==> src/rtl/fsm_stepper_pkg.sv <==
// Shared state encoding and sizing for the 6-state Moore stepper.
// FSM_STEPPER_CNT_EN enables the trans_count register in the top.
package fsm_stepper_pkg;

  localparam int NUM_STATES = 6;
  localparam int STATE_W    = 3;

  typedef enum logic [STATE_W-1:0] {
    S_A = 3'd0,
    S_B = 3'd1,
    S_C = 3'd2,
    S_D = 3'd3,
    S_E = 3'd4,
    S_F = 3'd5
  } state_e;

  localparam state_e RESET_STATE = S_A;

  function automatic logic is_invalid(
    input logic [STATE_W-1:0] s
  );
    return s >= STATE_W'(NUM_STATES);
  endfunction

endpackage

==> src/rtl/fsm_6s2i2o_mo_stepper_tbl.sv <==
// Pure combinational next-state and Moore output table.
// Encodings 6 and 7 step to A and decode to 00.
module fsm_6s2i2o_mo_tbl_logic
  import fsm_stepper_pkg::*;
(
  input  logic [STATE_W-1:0] state,
  input  logic [1:0]         in_,
  output logic [STATE_W-1:0] state_next,
  output logic               out0,
  output logic               out1
);

  always_comb begin
    state_next = RESET_STATE;
    case (state)
      S_A: case (in_)
        2'b01:   state_next = S_B;
        2'b11:   state_next = S_E;
        default: state_next = S_A;
      endcase
      S_B: case (in_)
        2'b00:   state_next = S_C;
        2'b01:   state_next = S_B;
        2'b11:   state_next = S_E;
        default: state_next = S_A;
      endcase
      S_C: case (in_)
        2'b01:   state_next = S_D;
        2'b11:   state_next = S_E;
        default: state_next = S_A;
      endcase
      S_D: case (in_)
        2'b00:   state_next = S_C;
        2'b01:   state_next = S_B;
        2'b11:   state_next = S_E;
        default: state_next = S_A;
      endcase
      S_E: case (in_)
        2'b00,
        2'b01:   state_next = S_F;
        2'b11:   state_next = S_E;
        default: state_next = S_A;
      endcase
      default: state_next = S_A;
    endcase
  end

  always_comb begin
    out0 = 1'b0;
    out1 = 1'b0;
    unique case (1'b1)
      (state == S_D): begin
        out0 = 1'b1;
      end
      (state == S_E),
      (state == S_F): begin
        out0 = 1'b1;
        out1 = 1'b1;
      end
      default: ;
    endcase
  end

endmodule

==> src/rtl/fsm_6s2i2o_mo_stepper.sv <==
// Stepper top: state register, load/step mux, err flag and
// optional saturating trans_count (FSM_STEPPER_CNT_EN).
module fsm_6s2i2o_mo_stepper
  import fsm_stepper_pkg::*;
(
  input  logic               clk,
  input  logic               reset,
  input  logic               step_val,
  input  logic [1:0]         in_,
  input  logic               load_en,
  input  logic [STATE_W-1:0] load_state,
  output logic [STATE_W-1:0] state,
  output logic               out0,
  output logic               out1,
  output logic               out_val,
  output logic [7:0]         trans_count,
  output logic               err
);

  logic [STATE_W-1:0] state_next;
  logic               step_take;

  fsm_6s2i2o_mo_tbl_logic u_tbl (
    .state      (state),
    .in_        (in_),
    .state_next (state_next),
    .out0       (out0),
    .out1       (out1)
  );

  // load wins; a step presented alongside a load is dropped
  assign step_take = step_val & ~load_en;

  always_ff @(posedge clk or posedge reset) begin
    if (reset) begin
      state   <= RESET_STATE;
      out_val <= 1'b0;
      err     <= 1'b0;
    end else begin
      out_val <= load_en | step_val;
      if (load_en)
        state <= load_state;
      else if (step_take)
        state <= state_next;
      if (load_en && is_invalid(load_state))
        err <= 1'b1;
    end
  end

`ifdef FSM_STEPPER_CNT_EN
  logic [7:0] cnt_q;

  always_ff @(posedge clk or posedge reset) begin
    if (reset)
      cnt_q <= 8'd0;
    else if (step_take && state_next != state
             && cnt_q != 8'hff)
      cnt_q <= cnt_q + 8'd1;
  end

  assign trans_count = cnt_q;
`else
  assign trans_count = 8'd0;
`endif

endmodule

==> config.mk <==
export PLATFORM = sky130hd
export DESIGN_NAME = fsm_6s2i2o_mo_stepper
export DESIGN_NICKNAME = d
export VERILOG_FILES = /design/src/rtl/fsm_stepper_pkg.sv /design/src/rtl/fsm_6s2i2o_mo_stepper_tbl.sv /design/src/rtl/fsm_6s2i2o_mo_stepper.sv
export SDC_FILE = /design/constraint.sdc
export NUM_CORES = 1
export LEC_CHECK = 0
export BUFFER_PORTS_ARGS = -buffer_cell sky130_fd_sc_hd__buf_2
export CAP_MARGIN = 5
export CELL_PAD_IN_SITES_DETAIL_PLACEMENT = 1
export CELL_PAD_IN_SITES_GLOBAL_PLACEMENT = 1
export CORE_AREA = 4 4 41 43
export DETAILED_ROUTE_END_ITERATION = 8
export DIE_AREA = 0 0 45 47
export GPL_ROUTABILITY_DRIVEN = 0
export PLACE_DENSITY_LB_ADDON = 0.1
export SYNTH_ARGS = -nofsm -noshare
export SYNTH_HDL_FRONTEND = slang
export SYNTH_HIERARCHICAL = 1
export SYNTH_SLANG_ARGS = --single-unit
export TNS_END_PERCENT = 5
==> constraint.sdc <==
create_clock -name clk -period 4.03 [get_ports clk]
set_clock_uncertainty 0.15 [all_clocks]
set_input_delay 0.806 -clock clk [delete_from_list [all_inputs] [get_ports clk]]
set_output_delay 0.806 -clock clk [all_outputs]
set_load 0.01 [all_outputs]
== Word-level counts from Yosys, hierarchy flattened ==
Index checks and enable logic that the tools add are counted.

* Flip-flop bits (word level): 5
* Latch bits: 0
* Bits in writable memories: 0
* Memory bits (read-only): 0
* Bits of input ports: 9
* Output and inout port bits: 15
* Word-level logic and storage cells: 31
* Memories kept: 0

* Add/sub/neg operators: 0
* Multipliers: 0
* Divide/modulo/power cells: 0
* $lt $le $gt $ge: 1
* Equal/unequal tests: 7
* Shift-type cells: 0
* Mux-type cells: 9
* Bitwise operators: 3
* Reductions and logical operators: 8

{| class="wikitable"
|+ Operators with widths
! operator !! count
|-
| $pmux 3 s2 || 3
|-
| $pmux 3 s4 || 1
|-
| $pmux 3 s3 || 1
|-
| $eq 3x2->1 const B || 2
|-
| $eq 3x3->1 const B || 2
|-
| $mux 3 || 2
|-
| $reduce_or 2->1 || 3
|-
| $eq 3x1->1 const B || 1
|-
| $ge 3x3->1 const B || 1
|-
| $logic_not 3->1 || 1
|-
| $reduce_or 3->1 || 1
|-
| $eq 2x1->1 const B || 1
|-
| $eq 2x2->1 const B || 1
|-
| $logic_not 2->1 || 1
|-
| $mux 1 || 2
|-
| $reduce_bool 2->1 || 1
|-
| $and 1x1->1 || 1
|-
| $logic_and 1x1->1 || 1
|-
| $not 1->1 || 1
|-
| $or 1x1->1 || 1
|}

== Logic depth before layout (Yosys ltp) ==
Gate-level depths: netlist (run 1).

* Word-level depth: 6
* Mapped depth: 4
* Gate-level depth less buffers: 4

== Hierarchy ==
The synthesis (run 1) kept the hierarchy.

{| class="wikitable"
|+ By module, submodules not included
! module !! times used !! cells each !! area each (sq um) !! seq. area each (sq um)
|-
| fsm_6s2i2o_mo_stepper || 1 || 26 || 264.0 || 125.1
|-
| fsm_6s2i2o_mo_tbl_logic || 1 || 12 || 83.8 || 0.0
|}

== Worst setup path before layout (run 1) ==
OpenSTA, ideal clock, no wires.

* Kind: register to output
* From: register state[2]
* To: output out0
* Arrival: 0.926 ns
* Data required time: 3.074 ns
* Path slack: 2.148 ns
* Stages on the path, launching flop included: 3
* Path buffers: 0
* Cell sequence: dfrtp_1 > nor2b_1 > o21bai_1

* Longest elaborated chain between the ends: 3
* Elaborated cells between the ends (all ways): 5
* Classes of those cells: eq/ne: 3; mux: 1; reduce/logical: 1

{| class="wikitable"
|+ RTL lines
! item !! RTL line !! RTL
|-
| start: declaration || fsm_6s2i2o_mo_stepper.sv:12 || <nowiki>output logic [STATE_W-1:0] state,</nowiki>
|-
| start signal: assignment || fsm_6s2i2o_mo_stepper.sv:42 || <nowiki>state <= load_state;</nowiki>
|-
| start signal: assignment || fsm_6s2i2o_mo_stepper.sv:44 || <nowiki>state <= state_next;</nowiki>
|-
| $eq 3x3->1, or another cell as far along || fsm_6s2i2o_mo_stepper_tbl.sv:56 || <nowiki>(state == S_F): begin</nowiki>
|-
| $reduce_or 3->1 (no source line) * || -- ||
|-
| $mux 1 * || fsm_6s2i2o_mo_stepper_tbl.sv:51 || <nowiki>unique case (1'b1)</nowiki>
|-
| end: declaration || fsm_6s2i2o_mo_stepper.sv:13 || <nowiki>output logic out0,</nowiki>
|}

Mark *: on every way between the ends. The rest lies on a longest branch, timed or not.

== Worst setup path after layout (run 1) ==
Ends and elaborated chain as after synthesis.

==> results of run 1 <==
[layout by cell type (no fill, tap or decap), drive strengths merged]
master	instances
buf	15
conb	8
dfrtp	5
mux2i	4
nand2	4
clkbuf	4
o21ai	3
nand2b	2
or2	1
a31o	1
inv	1
o21a	1
nor2	1
nand3b	1
a211oi	1
or3b	1
a21oi	1
nor2b	1
o21bai	1
[final timing paths]
kind | cells after the start | endpoint | slack (ns) | startpoint
min | 2 | state[1] | 0.30 | reset
max | 3 | out0 | 1.87 | state[2]
min in group clk | 1 | err | 0.31 | err
max in group asynchronous | 2 | state[2] | 3.25 | reset
min reg2reg | 1 | err | 0.31 | err
max reg2reg | 4 | state[0] | 2.61 | state[2]
[metrics by stage]
stage,instances,area [sq um],power (mW),hold WS [ns],utilization [%]
6_report,71,434,0.151,0.305,33.4
5_1_grt,71,434,0.162,0.316,33.4
4_1_cts,71,434,0.155,0.304,33.4
3_5_place_dp,67,408,0.0951,0.302,31.3
3_3_place_gp,67,408,0.0933,0.297,31.3
2_1_floorplan,45,374,0.0848,0.362,-
[Yosys cell counts (all sizes together), types with 2 or more instances]
library cell	instances	area (sq um)
nand2	4	15.0
dfrtp	5	125
o21ai	3	15.0
nand2b	2	12.5
mux2i	4	40.0
buf	8	60.1
[kinds of logic (layout without fill, tap and decap cells)]
group                  count (synthesis)  count (layout)  share of synthesized area, %
AND/OR/NAND/NOR                       11              11                          17.3
buffers and inverters                  9              20                          18.3
AO/OA/AOI/OAI                          8               8                          15.8
flip-flops                             5               5                          36.0
multiplexers                           4               4                          11.5
other                                  1               8                          1.08
[sequential cells by signal (all words and copies together), names as in the netlist]
register  cells
state         3
err           1
out_val       1
[area by class of cell]
type | count | area, sq um | area share, %
timing repair buffer | 15 | 75.1 | 17.3
sequential | 5 | 125 | 28.8
multi-input combinational | 31 | 185 | 42.7
clock buffer | 4 | 26.3 | 6.05
tap | 15 | 18.8 | 4.32
inverter | 1 | 3.75 | 0.865
[per-layer routing]
layer  global-route usage, %  part of all wire, %  wire length [um]  vias up
li1                        -                    -                 -      147
met1                    8.99                   41               346      129
met2                    15.0                   49               413       12
met5                       0                    0                 0        -
met3                    3.83                  8.7                74        2
met4                    8.77                  1.4                12        0
[power groups by stage]
stage                     Clock (mW)  Combinational (mW)  Sequential, mW
after floorplan                    0              0.0241          0.0607
after global placement             0              0.0338          0.0595
after detailed placement           0              0.0348          0.0603
after CTS                     0.0603              0.0351          0.0596
after global routing          0.0628              0.0391          0.0604
final                         0.0568              0.0346          0.0596
[worst reg2reg max path: stages, from the launching register on]
cell     delay (ns)
dfrtp_1        0.47
or3b_1         0.40
a21oi_2        0.13
mux2i_1        0.08
o21ai_1        0.12
==> impl_metrics.tcl, run 1 <==
set metrics [dict create \
    status "completed" \
    grtUsageTotal_pct 9.29 \
    holdBufCountCts 0 \
    rsz0062_at_grt "false" \
    remaining_drc_errors 0 \
    layout_setup_ws_ns 1.87 \
    initial_core_util_pct 26.7 \
    grt_max_degree 10 \
    critical-path-slowest-cell "dfrtp_1" \
    critPathArrivalTime_ns 1.20 \
    diodes 0 \
    synth_area_sq_um 348 \
    switchingPower_mw 0.0445 \
    setup_viol 0 \
    ctsResizeCount 0 \
    internal_power_mw 0.107 \
    slowest_delay_ns 0.47 \
    hold_viol_final 0 \
    io_buffer_count 15 \
    p_per_area_nw_per_um2 348 \
    drtIter0Drc 1 \
    p_comb_share_pct 22.9 \
    rows 13 \
    maxCapViolations 0 \
    grt_pass1_wl_um 1310 \
    place_ws_ns 2.13 \
    swShare_pct 29.5 \
    dieArea_sq_um 2120 \
    cp_top_family "flip-flops" \
    yosysSeqAreaShare_pct 36.0 \
    clkLatencyLatePin_ns 0.24 \
    syn_avg_cell_area_sq_um 9.15 \
    synth_cell_types 18 \
    drtAntennaViolNets 0 \
    yosys_register_bits 5 \
    antenna_found_initial 0 \
    clockRootBuffer "clkbuf_4" \
    vias 290 \
    post-route-min-period_ns 2.16 \
    overflow 0 \
    post-cts-setup-buffer-count 0 \
    cts_buffers 3 \
    seq_power_share_pct 39.5 \
    crit_fanout 9 \
    die_w_um 45 \
    critPathBufInv 1 \
    peakVddDrop_v 0.000162 \
    cts_tree "done" \
    worstHoldPathType "input pin to async pin" \
    yosysWarnings 6 \
    dp_hpwl_um 686 \
    ys.flop_type "dfrtp_1" \
    leakage_nw 0.220 \
    drive_gt1_share_pct 35.7 \
    post_drt_wl_per_cell_um 11.9 \
    fin_setup_tns_ns 0 \
    max_freq_mhz 463 \
    first_pass_iters 2 \
    io_pins 24 \
    wirelength_um 846 \
    synthCells 38 \
    startpoint_type "flip-flop" \
    synth_edf_count 0 \
    htree_levels 1 \
    drt-vias-per-instance 4.08 \
    cts.sinks 5 \
    worst-setup-path-type "flip-flop to output pin" \
    core_area_sq_um 1300 \
    nFillCells 161 \
    clk_path_buf_depth 2 \
    nNetsFinal 66 \
    worstPathCellList "nor2b_1, o21bai_1, buf_2" \
    clkPwrFrac_pct 37.6 \
    clkTransAtPathRegs_ns 0.04 \
    die_h_um 47 \
    drv_slew 0 \
    period_share_pct 53.6 \
    cp-end-kind "output pin" \
    grt_pass1_vias 285 \
    postSynth.asyncResetShare_pct 100 \
    area_growth_pct 24.8 \
    worstPathRequired_ns 3.07 \
]
(Power assumes the default switching activity.)
==> inputs of run 2 (changes only) <==
- ABC_AREA: unset -> 1
- CORE_AREA: 4 4 41 43 -> unset
- CORE_MARGIN: unset -> 4
- CORE_UTILIZATION: unset -> 22
- DIE_AREA: 0 0 45 47 -> unset
- clock period: 4.03 -> 1.9 ns (I/O delays scaled with it)
==> run 2 against run 1 <==
- highest routed layer is now met3
- clock-buffer cell count unchanged
- core utilization decreased by 3.5 points
- critical endpoint unchanged
- via count increased by 14%
==> impl_metrics.tcl, run 2 <==
set metrics [dict create \
    swShare_pct 30.0 \
    clockRootBuffer "clkbuf_4" \
    drv_slew 0 \
    yosys_register_bits 5 \
    postSynth.asyncResetShare_pct 100 \
    wirelength_um 856 \
    overflow 0 \
    die_h_um 48.0 \
    drtIter0Drc 2 \
    vias 331 \
    synth.most_common_cell "nand2_1" \
    grtUsageTotal_pct 8.02 \
    fin_setup_tns_ns 0 \
    die_w_um 48.0 \
    post_dp_cell_area_sq_um 413 \
    synthCells 52 \
    layout_commonest_cell "buf_2" \
    slowest_delay_ns 0.41 \
    initial_core_util_pct 23.3 \
    first_pass_iters 4 \
    antenna_found_initial 0 \
    critical-path-slowest-cell "dfrtp_1" \
    yosys-top-cells-area "dfrtp_1, buf_4, nand2_1" \
    grt_busiest_layer "met2" \
    synth_cell_types 11 \
    clk_path_buf_depth 2 \
    grt_pass1_wl_um 1190 \
    seq_power_share_pct 39.5 \
    grt_pass1_vias 288 \
    worstPathRequired_ns 1.37 \
    setup_viol 0 \
    ctsResizeCount 0 \
    peakVddDrop_v 0.000130 \
    grt_max_degree 8 \
    synth_area_sq_um 352 \
    clkPwrFrac_pct 37.9 \
    drive_gt1_share_pct 25.4 \
    cts.sinks 5 \
    nFillCells 201 \
    hold_viol_final 0 \
    dp_hpwl_um 704 \
    clkLatencyLatePin_ns 0.24 \
    synthTopCellsByCount "nand2_1, buf_4, nand3_1" \
    yosysTopAreaCellShare_pct 35.6 \
    cp-end-kind "output pin" \
    post_drt_wl_per_cell_um 9.84 \
    crit_fanout 5 \
    rows 14 \
    yosysSeqAreaShare_pct 35.6 \
    max_freq_mhz 614 \
    use_met1_pct 10.2 \
    maxCapViolations 0 \
    multi_input_area_sq_um 166 \
    reg.largest.list "state (3), err (1), out_val (1)" \
    top_register "state" \
    grtUsageMet3_pct 3.38 \
    yosysWarnings 6 \
    p_comb_share_pct 22.5 \
    drt-vias-per-instance 3.80 \
    drtAntennaViolNets 0 \
    area_growth_pct 27.8 \
    io_buffer_count 15 \
    diodes 0 \
    internal_power_mw 0.221 \
    startpoint_type "flip-flop" \
    io_pins 24 \
    cts_tree "done" \
    p_per_area_nw_per_um2 703 \
    final_area_sq_um 449 \
    switchingPower_mw 0.0945 \
    core_area_sq_um 1510 \
    grt_use_met2_pct 10.3 \
    final_cell_mix "buf_2, nand2_1, nand3_1, conb_1" \
    period_share_pct 85.7 \
    rsz0062_at_grt "false" \
    remaining_drc_errors 0 \
    nNetsFinal 81 \
    syn_avg_cell_area_sq_um 6.76 \
    dieArea_sq_um 2300 \
    htree_levels 1 \
    worstPathCellList "inv_1, nor2_1, nand2_1, o21ai_0, buf_2" \
    ys.flop_type "dfrtp_1" \
    leakage_nw 0.257 \
    critPathArrivalTime_ns 1.10 \
    status "completed" \
    worst-setup-path-type "flip-flop to output pin" \
    worstHoldPathType "input pin to flip-flop" \
    regArea_sq_um 125 \
    cts_buffers 3 \
    yosys.area.top_type "dfrtp_1" \
    largest_reg_flops 3 \
    fin_util_pct 29.8 \
    clkTransAtPathRegs_ns 0.04 \
    synth_edf_count 0 \
    post-route-min-period_ns 1.63 \
]
## run 2: final timing paths
kind | start | end | slack [ns] | depth (start not counted)
max in group asynchronous | reset | state[0] | 1.01 | 3
min | load_state[0] | state[0] | 0.22 | 3
max reg2reg | state[1] | state[0] | 0.66 | 5
min in group asynchronous | reset | state[1] | 0.42 | 3
min reg2reg | err | err | 0.33 | 1
max | state[0] | out0 | 0.27 | 5
## run 2: cell families after synthesis
family | Yosys count | share of synthesized area (%)
and+or+nand+nor | 27 | 32.4
other | 1 | 1.07
buffers and inverters | 15 | 24.6
DFF | 5 | 35.6
AOI/OAI and AO/OA | 4 | 6.41
## run 2: area by class of cell
class	instances	area share, %
multi-input cells	39	37.0
flip-flops and latches	5	27.9
repair buffers	16	18.9
clock buffers	4	5.85
inverters	7	5.85
well taps	16	4.46
## run 2: per-stage QoR
stage	hold slack (ns)	std cells	setup WS (ns)	power, mW
3_3_place_gp	0.130	82	0.527	0.198
6_report	0.225	87	0.271	0.316
3_5_place_dp	0.133	82	0.508	0.197
5_1_grt	0.249	87	0.148	0.341
2_1_floorplan	0.00852	59	0.541	0.176
4_1_cts	0.214	87	0.238	0.324
## run 2: routing by layer
metal	wire, um	vias to the layer above
li1	-	182
met3	76	0
met1	393	135
met2	386	14
met5	0	-
met4	0	0
## run 2: power by group through the flow
stage	Sequential (mW)	Clock, mW	Combinational (mW)
4_1_cts	0.125	0.127	0.0723
2_1_floorplan	0.127	0	0.0491
6_report	0.125	0.120	0.0712
3_3_place_gp	0.126	0	0.0715
3_5_place_dp	0.126	0	0.0707
5_1_grt	0.127	0.133	0.0814
## run 2: critical path, delay by kind of cell, from the launching register on
| family | cells | cell delay (ns) |
|---|---|---|
| simple gates | 2 | 0.18 |
| flops | 1 | 0.41 |
| buf+inv | 2 | 0.21 |
| compound gates | 1 | 0.06 |
## run 2: repair_timing
action                                  in CTS  in global routing
buffers inserted                             0                  0
hold buffers                                 1                  0
hold endpoints to repair                     5                  0
endpoints found under the setup margin       0                  0
==> inputs of run 3 (changes only) <==
- BUFFER_PORTS_ARGS: -buffer_cell sky130_fd_sc_hd__buf_2 -> unset
- CORE_AREA: unset -> 4 4 41 43
- CORE_MARGIN: 4 -> unset
- CORE_UTILIZATION: 22 -> unset
- DIE_AREA: unset -> 0 0 45 47
- DONT_BUFFER_PORTS: unset -> 1
==> run 3 against run 2 <==
- clock power rose by 5%
- power decreased by 4.7%
- core utilization down 1.2 points
- critical path type unchanged
- critical endpoint unchanged
- largest power group unchanged
==> impl_metrics.tcl, run 3 (synthesis gave the netlist of run 2 again) <==
set metrics [dict create \
    nNetsFinal 66 \
    cp.depth 2 \
    peakVddDrop_v 0.000166 \
    clockRootBuffer "clkbuf_4" \
    drv_slew 0 \
    holdPathEnd "out_val" \
    core_area_sq_um 1300 \
    critPathBufInv 1 \
    clkLatencyLatePin_ns 0.25 \
    holdWs_ns 0.120 \
    power.total_mw 0.301 \
    status "completed" \
    min-delay-start "load_en" \
    internal_power_mw 0.208 \
    drtIter0Drc 0 \
    swShare_pct 30.9 \
    grt_pass1_vias 320 \
    first_pass_iters 1 \
    grt_max_degree 8 \
    startpoint_type "flip-flop" \
    period_share_pct 89.9 \
    reg2reg_depth 5 \
    r2r_end "state[0]" \
    grt_pass1_wl_um 1350 \
    antenna_found_initial 0 \
    clk_path_buf_depth 2 \
    cts_tree "done" \
    critPathArrivalTime_ns 1.18 \
    switchingPower_mw 0.0930 \
    drt-vias-per-instance 4.45 \
    htree_levels 1 \
    largest_reg_flops 3 \
    vias 316 \
    rows 13 \
    r2r_setup_slack_ns 0.63 \
    final_cell_mix "nand2_1, nand3_1, conb_1" \
    seq_power_share_pct 43.1 \
    remaining_drc_errors 0 \
    drive_gt1_share_pct 5.36 \
    dieArea_sq_um 2120 \
    drtAntennaViolNets 0 \
    setup_viol 0 \
    fin_setup_tns_ns 0 \
    post-route-min-period_ns 1.71 \
    worstHoldPathType "input pin to flip-flop" \
    grtUsageTotal_pct 9.68 \
    reg.largest.list "state (3), err (1), out_val (1)" \
    place_ws_ns 0.443 \
    wirelength_um 860 \
    p_comb_share_pct 15.0 \
    p_per_area_nw_per_um2 807 \
    post_drt_wl_per_cell_um 12.1 \
    io_pins 24 \
    cts.sinks 5 \
    rsz0062_at_grt "false" \
    cp_top_family "flip-flops" \
    maxCapViolations 0 \
    regArea_sq_um 125 \
    worst-setup-path-type "flip-flop to output pin" \
    clkPwrFrac_pct 41.9 \
    slowest_delay_ns 0.49 \
    initial_core_util_pct 27.0 \
    dp_hpwl_um 706 \
    cts_buffers 3 \
    worstPathCellList "inv_1, o21ai_0" \
    fin_util_pct 28.7 \
    area_growth_pct 6.05 \
    worstReg2RegStart "state[1]" \
    crit_fanout 7 \
    leakage_nw 0.198 \
    clkTransAtPathRegs_ns 0.04 \
    hold_viol_final 0 \
    worstPathRequired_ns 1.37 \
    overflow 0 \
    layout_setup_ws_ns 0.192 \
    top_register "state" \
    layout_commonest_cell "nand2_1" \
    io_buffer_count 0 \
    nFillCells 184 \
    cp-end-kind "output pin" \
    diodes 0 \
    post-cts-setup-buffer-count 0 \
    critical-path-slowest-cell "dfrtp_1" \
    whs_path_depth 2 \
    max_freq_mhz 585 \
    die_h_um 47 \
    multi_input_area_sq_um 166 \
    die_w_um 45 \
]
## run 3: metrics by stage
stage | instances | area, sq um
finish | 71 | 373
floorplan | 59 | 378
CTS | 71 | 373
global route | 71 | 373
global placement | 66 | 337
detailed placement | 66 | 337
## run 3: power groups by stage
stage	combinational, mW	clock [mW]	sequential [mW]
finish	0.0451	0.126	0.130
global route	0.0523	0.140	0.131
CTS	0.0455	0.133	0.130
detailed placement	0.0436	0	0.131
global placement	0.0439	0	0.131
floorplan	0.0491	0	0.127
## run 3: final cells by class
| cell class | instances | area share (%) |
|---|---|---|
| inverters | 7 | 7.05 |
| clock buffers | 4 | 7.05 |
| multi-input cells | 39 | 44.6 |
| repair buffers | 1 | 2.68 |
| well taps | 15 | 5.03 |
| flip-flops and latches | 5 | 33.6 |
## run 3: how the worst max path moves through the flow
stage | startpoint | to
after detailed placement | state[2] | out0
final | state[2] | out0
after CTS | state[2] | out0
after global placement | state[2] | out0
after global routing | state[2] | out0
after floorplan | state[2] | out0
## run 3: what timing repair did
| action | CTS | global route |
|---|---|---|
| gates resized for setup | 0 | 0 |
| hold buffers | 1 | 0 |
| endpoints found under the setup margin | 0 | 0 |
| hold endpoints to repair | 5 | 0 |
## run 3: metal layers
| metal | track usage [%] | part of all wire, % | up-vias | routed length (um) |
|---|---|---|---|---|
| li1 | - | - | 151 | - |
| met1 | 9.45 | 36 | 142 | 313 |
| met2 | 14.1 | 45 | 18 | 386 |
| met3 | 3.83 | 13 | 5 | 109 |
| met4 | 12.3 | 5.9 | 0 | 51 |
| met5 | 0 | 0 | - | 0 |
